File: src/rtl/usbfs_serial_regs.sv
// usbfs_serial_regs: byte-command register bridge for the USB-serial core.
// The host sends a command byte (bit7 = write, bits[6:0] = address), optionally
// followed by a data byte. Reads return one response byte on the device-to-host stream.
module usbfs_serial_regs #(
  parameter int          N_REG          = 8,
  parameter logic [7:0]  ID_BYTE        = 8'hA5,
  parameter int          TIMEOUT_CYCLES = 48000
) (
  input  logic               i_clk,
  input  logic               i_rst_n,
  output logic               o_hostToDev_ready,
  input  logic               i_hostToDev_valid,
  input  logic [7:0]         i_hostToDev_data,
  input  logic               i_devToHost_ready,
  output logic               o_devToHost_valid,
  output logic [7:0]         o_devToHost_data,
  input  logic [7:0]         i_status,
  output logic [8*N_REG-1:0] o_regs,
  output logic [N_REG-1:0]   o_wrStrobe
);

  typedef enum logic [1:0] {
    ST_IDLE   = 2'd0,
    ST_WRDATA = 2'd1,
    ST_RESP   = 2'd2
  } state_e;

  localparam logic [6:0] ADDR_ID     = 7'h7F;
  localparam logic [6:0] ADDR_STATUS = 7'h7E;

  state_e                   state_q, state_d;
  logic [6:0]               addr_q, addr_d;
  logic [7:0]               resp_q, resp_d;
  logic [N_REG-1:0][7:0]    regs_q, regs_d;
  logic [N_REG-1:0]         strobe_q, strobe_d;

  logic                     ready_s;
  logic                     hs_in_s;
  logic                     expire_s;
  logic [7:0]               rd_val_s;

  // Upstream is stalled only while a response byte is waiting to leave.
  assign ready_s = (state_q != ST_RESP);
  assign hs_in_s = i_hostToDev_valid && ready_s;

  // Write-data timeout: counts WRDATA cycles without a data byte.
  if (TIMEOUT_CYCLES > 0) begin : g_tmo
    localparam int TW = $clog2(TIMEOUT_CYCLES + 1);
    logic [TW-1:0] tmo_cnt_q, tmo_cnt_d;

    assign expire_s = (state_q == ST_WRDATA) && !hs_in_s &&
                      (tmo_cnt_q == TW'(TIMEOUT_CYCLES - 1));

    // Next count: advance while waiting for data, otherwise hold at zero so
    // every entry into WRDATA starts from a cleared counter.
    always_comb begin
      tmo_cnt_d = '0;
      if ((state_q == ST_WRDATA) && !hs_in_s && !expire_s) begin
        tmo_cnt_d = tmo_cnt_q + TW'(1);
      end else begin
        tmo_cnt_d = '0;
      end
    end

    // Timeout counter register.
    always_ff @(posedge i_clk or negedge i_rst_n) begin
      if (!i_rst_n) begin
        tmo_cnt_q <= '0;
      end else begin
        tmo_cnt_q <= tmo_cnt_d;
      end
    end
  end else begin : g_no_tmo
    assign expire_s = 1'b0;
  end

  // Read mux evaluated on the command byte currently presented upstream.
  always_comb begin
    rd_val_s = 8'h00;
    if (i_hostToDev_data[6:0] == ADDR_ID) begin
      rd_val_s = ID_BYTE;
    end else if (i_hostToDev_data[6:0] == ADDR_STATUS) begin
      rd_val_s = i_status;
    end else begin
      for (int k = 0; k < N_REG; k++) begin
        rd_val_s = (i_hostToDev_data[6:0] == 7'(k)) ? regs_q[k] : rd_val_s;
      end
    end
  end

  // Command FSM: next state, address/response latching and register writes.
  always_comb begin
    state_d  = state_q;
    addr_d   = addr_q;
    resp_d   = resp_q;
    regs_d   = regs_q;
    strobe_d = '0;
    case (state_q)
      ST_IDLE: begin
        if (hs_in_s) begin
          if (i_hostToDev_data[7]) begin
            addr_d  = i_hostToDev_data[6:0];
            state_d = ST_WRDATA;
          end else begin
            resp_d  = rd_val_s;
            state_d = ST_RESP;
          end
        end else begin
          state_d = ST_IDLE;
        end
      end
      ST_WRDATA: begin
        if (hs_in_s) begin
          // Out-of-range addresses match no entry: byte consumed, nothing written.
          for (int k = 0; k < N_REG; k++) begin
            if (addr_q == 7'(k)) begin
              regs_d[k]   = i_hostToDev_data;
              strobe_d[k] = 1'b1;
            end else begin
              regs_d[k]   = regs_q[k];
              strobe_d[k] = 1'b0;
            end
          end
          state_d = ST_IDLE;
        end else if (expire_s) begin
          state_d = ST_IDLE;
        end else begin
          state_d = ST_WRDATA;
        end
      end
      ST_RESP: begin
        if (i_devToHost_ready) begin
          state_d = ST_IDLE;
        end else begin
          state_d = ST_RESP;
        end
      end
      default: begin
        state_d = ST_IDLE;
      end
    endcase
  end

  // State, address, response, register bank and strobe registers.
  always_ff @(posedge i_clk or negedge i_rst_n) begin
    if (!i_rst_n) begin
      state_q  <= ST_IDLE;
      addr_q   <= 7'h00;
      resp_q   <= 8'h00;
      regs_q   <= '0;
      strobe_q <= '0;
    end else begin
      state_q  <= state_d;
      addr_q   <= addr_d;
      resp_q   <= resp_d;
      regs_q   <= regs_d;
      strobe_q <= strobe_d;
    end
  end

  assign o_hostToDev_ready = ready_s;
  assign o_devToHost_valid = (state_q == ST_RESP);
  assign o_devToHost_data  = resp_q;
  assign o_regs            = regs_q;
  assign o_wrStrobe        = strobe_q;

endmodule

File: config.mk
export PLATFORM = sky130hd
export DESIGN_NAME = usbfs_serial_regs
export DESIGN_NICKNAME = d
export VERILOG_FILES = /design/src/rtl/usbfs_serial_regs.sv
export SDC_FILE = /design/constraint.sdc
export NUM_CORES = 1
export LEC_CHECK = 0
export CORE_UTILIZATION = 47
export DETAILED_ROUTE_END_ITERATION = 10
export PLACE_DENSITY_LB_ADDON = 0.1
export REMOVE_ABC_BUFFERS = 1
export SLEW_MARGIN = 20
export SYNTH_ARGS = -nofsm -noshare
export SYNTH_HDL_FRONTEND = slang
export SYNTH_SLANG_ARGS = --single-unit
File: constraint.sdc
create_clock -name i_clk -period 1.9 [get_ports i_clk]
set_clock_uncertainty 0.2 [all_clocks]
set_input_delay 0.38 -clock i_clk [delete_from_list [all_inputs] [get_ports i_clk]]
set_output_delay 0.38 -clock i_clk [all_outputs]
set_load 0.005 [all_outputs]
==> impl_metrics.prom <==
# TYPE chip_impl_metric gauge
chip_impl_metric{name="drv.max_cap_violation_count",unit=""} 0
chip_impl_info{name="synth_top_flop_cell",value="dfrtp_1"} 1
chip_impl_info{name="tritoncts_clock_tree",value="built"} 1
chip_impl_metric{name="totalWireLength",unit="microns"} 14500
chip_impl_metric{name="ys_seq_elements",unit=""} 105
chip_impl_metric{name="route.vias.total",unit=""} 4275
chip_impl_info{name="timing_worst_setup_path_type",value="flip-flop to flip-flop"} 1
chip_impl_metric{name="postPlaceCellArea",unit="sq mm"} 0.00674
chip_impl_metric{name="globalRouteTotalUtil",unit="%"} 26.9
chip_impl_metric{name="setup_total_neg_slack",unit="ns"} -0.773
chip_impl_metric{name="detailedRoute.firstPassIterationCount",unit=""} 4
chip_impl_info{name="cp-start-kind",value="flip-flop"} 1
chip_impl_metric{name="antenna-diode-count",unit=""} 0
chip_impl_metric{name="worst_ep_arrival_time",unit="ns"} 2.02
chip_impl_metric{name="cell_count_after_synthesis",unit=""} 425
chip_impl_metric{name="period_share",unit="%"} 102
chip_impl_metric{name="detailed_place_hpwl",unit="microns"} 9920
chip_impl_metric{name="grt_pass1_vias",unit=""} 4220
chip_impl_metric{name="finalNetCount",unit=""} 657
chip_impl_metric{name="finalHoldViolCount",unit=""} 0
chip_impl_metric{name="cts-root-to-sink-buffers",unit=""} 2
chip_impl_metric{name="fmax",unit="MHz"} 514
chip_impl_metric{name="final_area",unit="sq mm"} 0.00765
chip_impl_metric{name="drt.antenna.violating_nets",unit=""} 0
chip_impl_metric{name="seq_area_frac_synth",unit="%"} 52.4
chip_impl_info{name="violations_in_the_final_reports",value="negative setup slack"} 1
chip_impl_metric{name="clk-insertion-delay-late",unit="ns"} 0.38
chip_impl_metric{name="finalMaxSlewViolations",unit=""} 0
chip_impl_metric{name="setup_violating_endpoint_count_in_the_final_report",unit=""} 26
chip_impl_metric{name="globalRoute.totalOverflow",unit=""} 0
chip_impl_metric{name="synth_warnings",unit=""} 0
chip_impl_metric{name="async_reset_ff_share",unit="%"} 100
chip_impl_metric{name="initial_utilization",unit="%"} 48.5
chip_impl_metric{name="power_density",unit="mW/mm^2"} 762
chip_impl_info{name="crit_path_end_kind",value="flip-flop"} 1
chip_impl_metric{name="fp.coreArea",unit="sq mm"} 0.0103
chip_impl_metric{name="grt_max_degree",unit=""} 33
chip_impl_metric{name="synth.distinct_cells",unit=""} 55
chip_impl_metric{name="htree_num_levels",unit=""} 3
chip_impl_info{name="status",value="complete, but fails checks"} 1
chip_impl_metric{name="crit_fanout",unit=""} 6
chip_impl_metric{name="clk_pin_slew",unit="ns"} 0.12
chip_impl_info{name="cell_taking_the_most_area_after_synthesis",value="dfrtp_1"} 1
chip_impl_metric{name="wire_length_of_the_first_global_routing_pass",unit="microns"} 22900
chip_impl_metric{name="max_slew_margin",unit="%"} 69.2
chip_impl_metric{name="leakage_power",unit="uW"} 0.00394
chip_impl_metric{name="area_growth_syn_to_layout",unit="%"} 52.8
chip_impl_info{name="ys_top_cells_by_area",value="dfrtp_1 52%, mux2_2 15%, o21ai_0 2.4%, nand2_1 2.3%, xor2_1 1.9%"} 1
chip_impl_metric{name="fraction_of_post_synthesis_cell_area_in_the_top_cell_type_by_area",unit="%"} 52.4
chip_impl_metric{name="numClockSinks",unit=""} 105
chip_impl_info{name="rsz_0062_raised_after_global_routing",value="true"} 1
chip_impl_metric{name="io-pin-count",unit=""} 102
chip_impl_metric{name="drive_above_1_share",unit="%"} 38.7
chip_impl_metric{name="wire_per_inst",unit="microns"} 18.7
chip_impl_metric{name="route.detailed.drc",unit=""} 0
chip_impl_metric{name="number_of_antenna_violations_at_the_first_check_in_global_routing",unit=""} 0
chip_impl_metric{name="whs",unit="ns"} 0.289
chip_impl_metric{name="die-area",unit="sq mm"} 0.0111
chip_impl_metric{name="crit_required",unit="ns"} 1.98
chip_impl_metric{name="power.ir.vdd_worst",unit="mV"} 0.539
chip_impl_metric{name="fin_ws",unit="ns"} -0.0465
chip_impl_metric{name="gp_congestion",unit=""} 0.922
chip_impl_metric{name="synth-edff-count",unit=""} 0
chip_impl_metric{name="placement_rows",unit=""} 37
chip_impl_metric{name="die-height",unit="microns"} 105
chip_impl_info{name="ctsRootBufferMaster",value="clkbuf_8"} 1
chip_impl_metric{name="avgSynthCellArea",unit="sq um"} 11.8
chip_impl_metric{name="worst_slew_pin_slew",unit="ns"} 0.462
chip_impl_metric{name="die-width",unit="microns"} 105
chip_impl_info{name="min-delay-path-class",value="input port to async pin"} 1
chip_impl_metric{name="synthesis.area",unit="sq mm"} 0.00501
chip_impl_metric{name="detail_route.vias_per_cell",unit=""} 5.50
chip_impl_metric{name="buffer_ports.inserted",unit=""} 101
chip_impl_metric{name="number_of_clock_buffers_inserted_by_tritoncts",unit=""} 9
chip_impl_metric{name="first_iter_violations",unit=""} 184
chip_impl_metric{name="period_needed",unit="ns"} 1.95
[through the flow]
stage / utilization (%) / std cells / total power [uW] / setup WS (ns)
global route: 74.1 / 777 / 6080 / -0.0992
detailed placement: 65.3 / 707 / 4060 / -0.561
CTS: 69.7 / 743 / 5680 / -0.0766
finish: 74.1 / 777 / 5830 / -0.0465
floorplan: - / 399 / 3180 / -0.472
global placement: 65.3 / 707 / 4030 / -0.525
[registers in the layout (all words and copies together) (netlist names)]
register and cells:
addr_q 7, g_tmo.tmo_cnt_q 16, o_devToHost_data 8, o_regs 64, o_wrStrobe 8, state_q 2
[critical path, cell delays in order (launching register included)]
cell and delay (ns):
dfrtp_1 0.42, buf_6 0.12, and4bb_4 0.30, nand2_4 0.09, nor3_4 0.25, buf_12 0.17
mux2_4 0.30
[routing by layer]
metal	part of all wire [%]	global-route usage (%)	up-vias
met3	6.0	4.58	19
met2	47	42.7	158
met5	0	0	-
li1	-	-	1956
met1	45	37.9	2142
met4	1.8	7.95	0
[cells in the mapped netlist (3+ instances only)]
cell type  instances
nand3_2            5
a21oi_1           11
dfrtp_1          105
o211ai_1           5
nor2b_1            4
nand3b_1           3
nor3_4             5
a22oi_1            4
o22a_1             4
mux2_2            65
buf_2             16
nor3_1             6
and2_1             3
o22ai_1            6
nand4_1            5
and3_1             5
inv_1              6
nor2_1            25
nand2b_1           5
nand3_1           11
xor2_1            11
a2bb2oi_1          3
mux2i_1            9
o21ai_0           24
clkbuf_1           9
nand2_1           31
nor4_1             3
[where the power goes]
| group | internal, uW | switching [uW] | leakage [uW] | total [uW] |
|---|---|---|---|---|
| Sequential | 2490 | 254 | 0.00143 | 2740 |
| Clock | 649 | 852 | 0.000111 | 1500 |
| Combinational | 980 | 604 | 0.00240 | 1580 |
[layout make-up]
cell class | instances | area [sq um]
Clock inverter | 7 | 95.1
Fill cell | 675 | 2670
Inverter | 6 | 22.5
Sequential cell | 105 | 2630
Timing Repair Buffer | 225 | 2180
Clock buffer | 9 | 124
Multi-Input combinational cell | 289 | 2430
Tap cell | 136 | 170
[layout by cell type (no fill, tap or decap), drive strengths merged, types with 4 or more instances in the layout]
cell,instances
dlygate4sd2,4
nand2,32
and3,6
nand4,5
inv,9
nor2,26
dfrtp,105
a21oi,12
dlymetal6s2s,29
clkdlybuf4s50,65
clkbuf,11
a22oi,4
mux2i,9
o21ai,24
o22ai,6
xor2,11
o211ai,5
nand3,17
and2,4
nor2b,4
nor4,4
buf,124
o22a,4
nor3,13
nand2b,6
mux2,65
[path summary, 6_finish.rpt]
path	slack, ns	cells after the start	end	from
min in group i_clk	0.31	2	o_devToHost_data[4]$_DFFE_PN0P_	o_devToHost_data[4]$_DFFE_PN0P_
max in group asynchronous	0.64	3	o_devToHost_data[5]$_DFFE_PN0P_	i_rst_n
worst max register to register	-0.05	6	o_regs[17]$_DFFE_PN0P_	state_q[0]$_DFF_PN0_
worst min-delay path	0.29	2	g_tmo.tmo_cnt_q[9]$_DFF_PN0_	i_rst_n
worst min register to register	0.31	2	o_devToHost_data[4]$_DFFE_PN0P_	o_devToHost_data[4]$_DFFE_PN0P_
worst max-delay path	-0.05	6	o_regs[17]$_DFFE_PN0P_	state_q[0]$_DFF_PN0_
[kinds of logic after synthesis]
logic type | synth area share (%)
compound gates | 8.89
xor+xnor | 2.27
fa+ha+maj | 0.250
buf+inv | 2.95
flops | 52.4
mux | 17.3
simple gates | 15.9
[what timing repair did]
action | in CTS | in global routing
gates resized for setup | 31 | 63
buffers inserted | 19 | 34
cloned | 1 | 1
setup endpoints to repair | 59 | 118
endpoints found under the hold margin | 28 | 0
pin swaps | 8 | 9
hold buffers | 1 | 0
(Power assumes the default switching activity.)
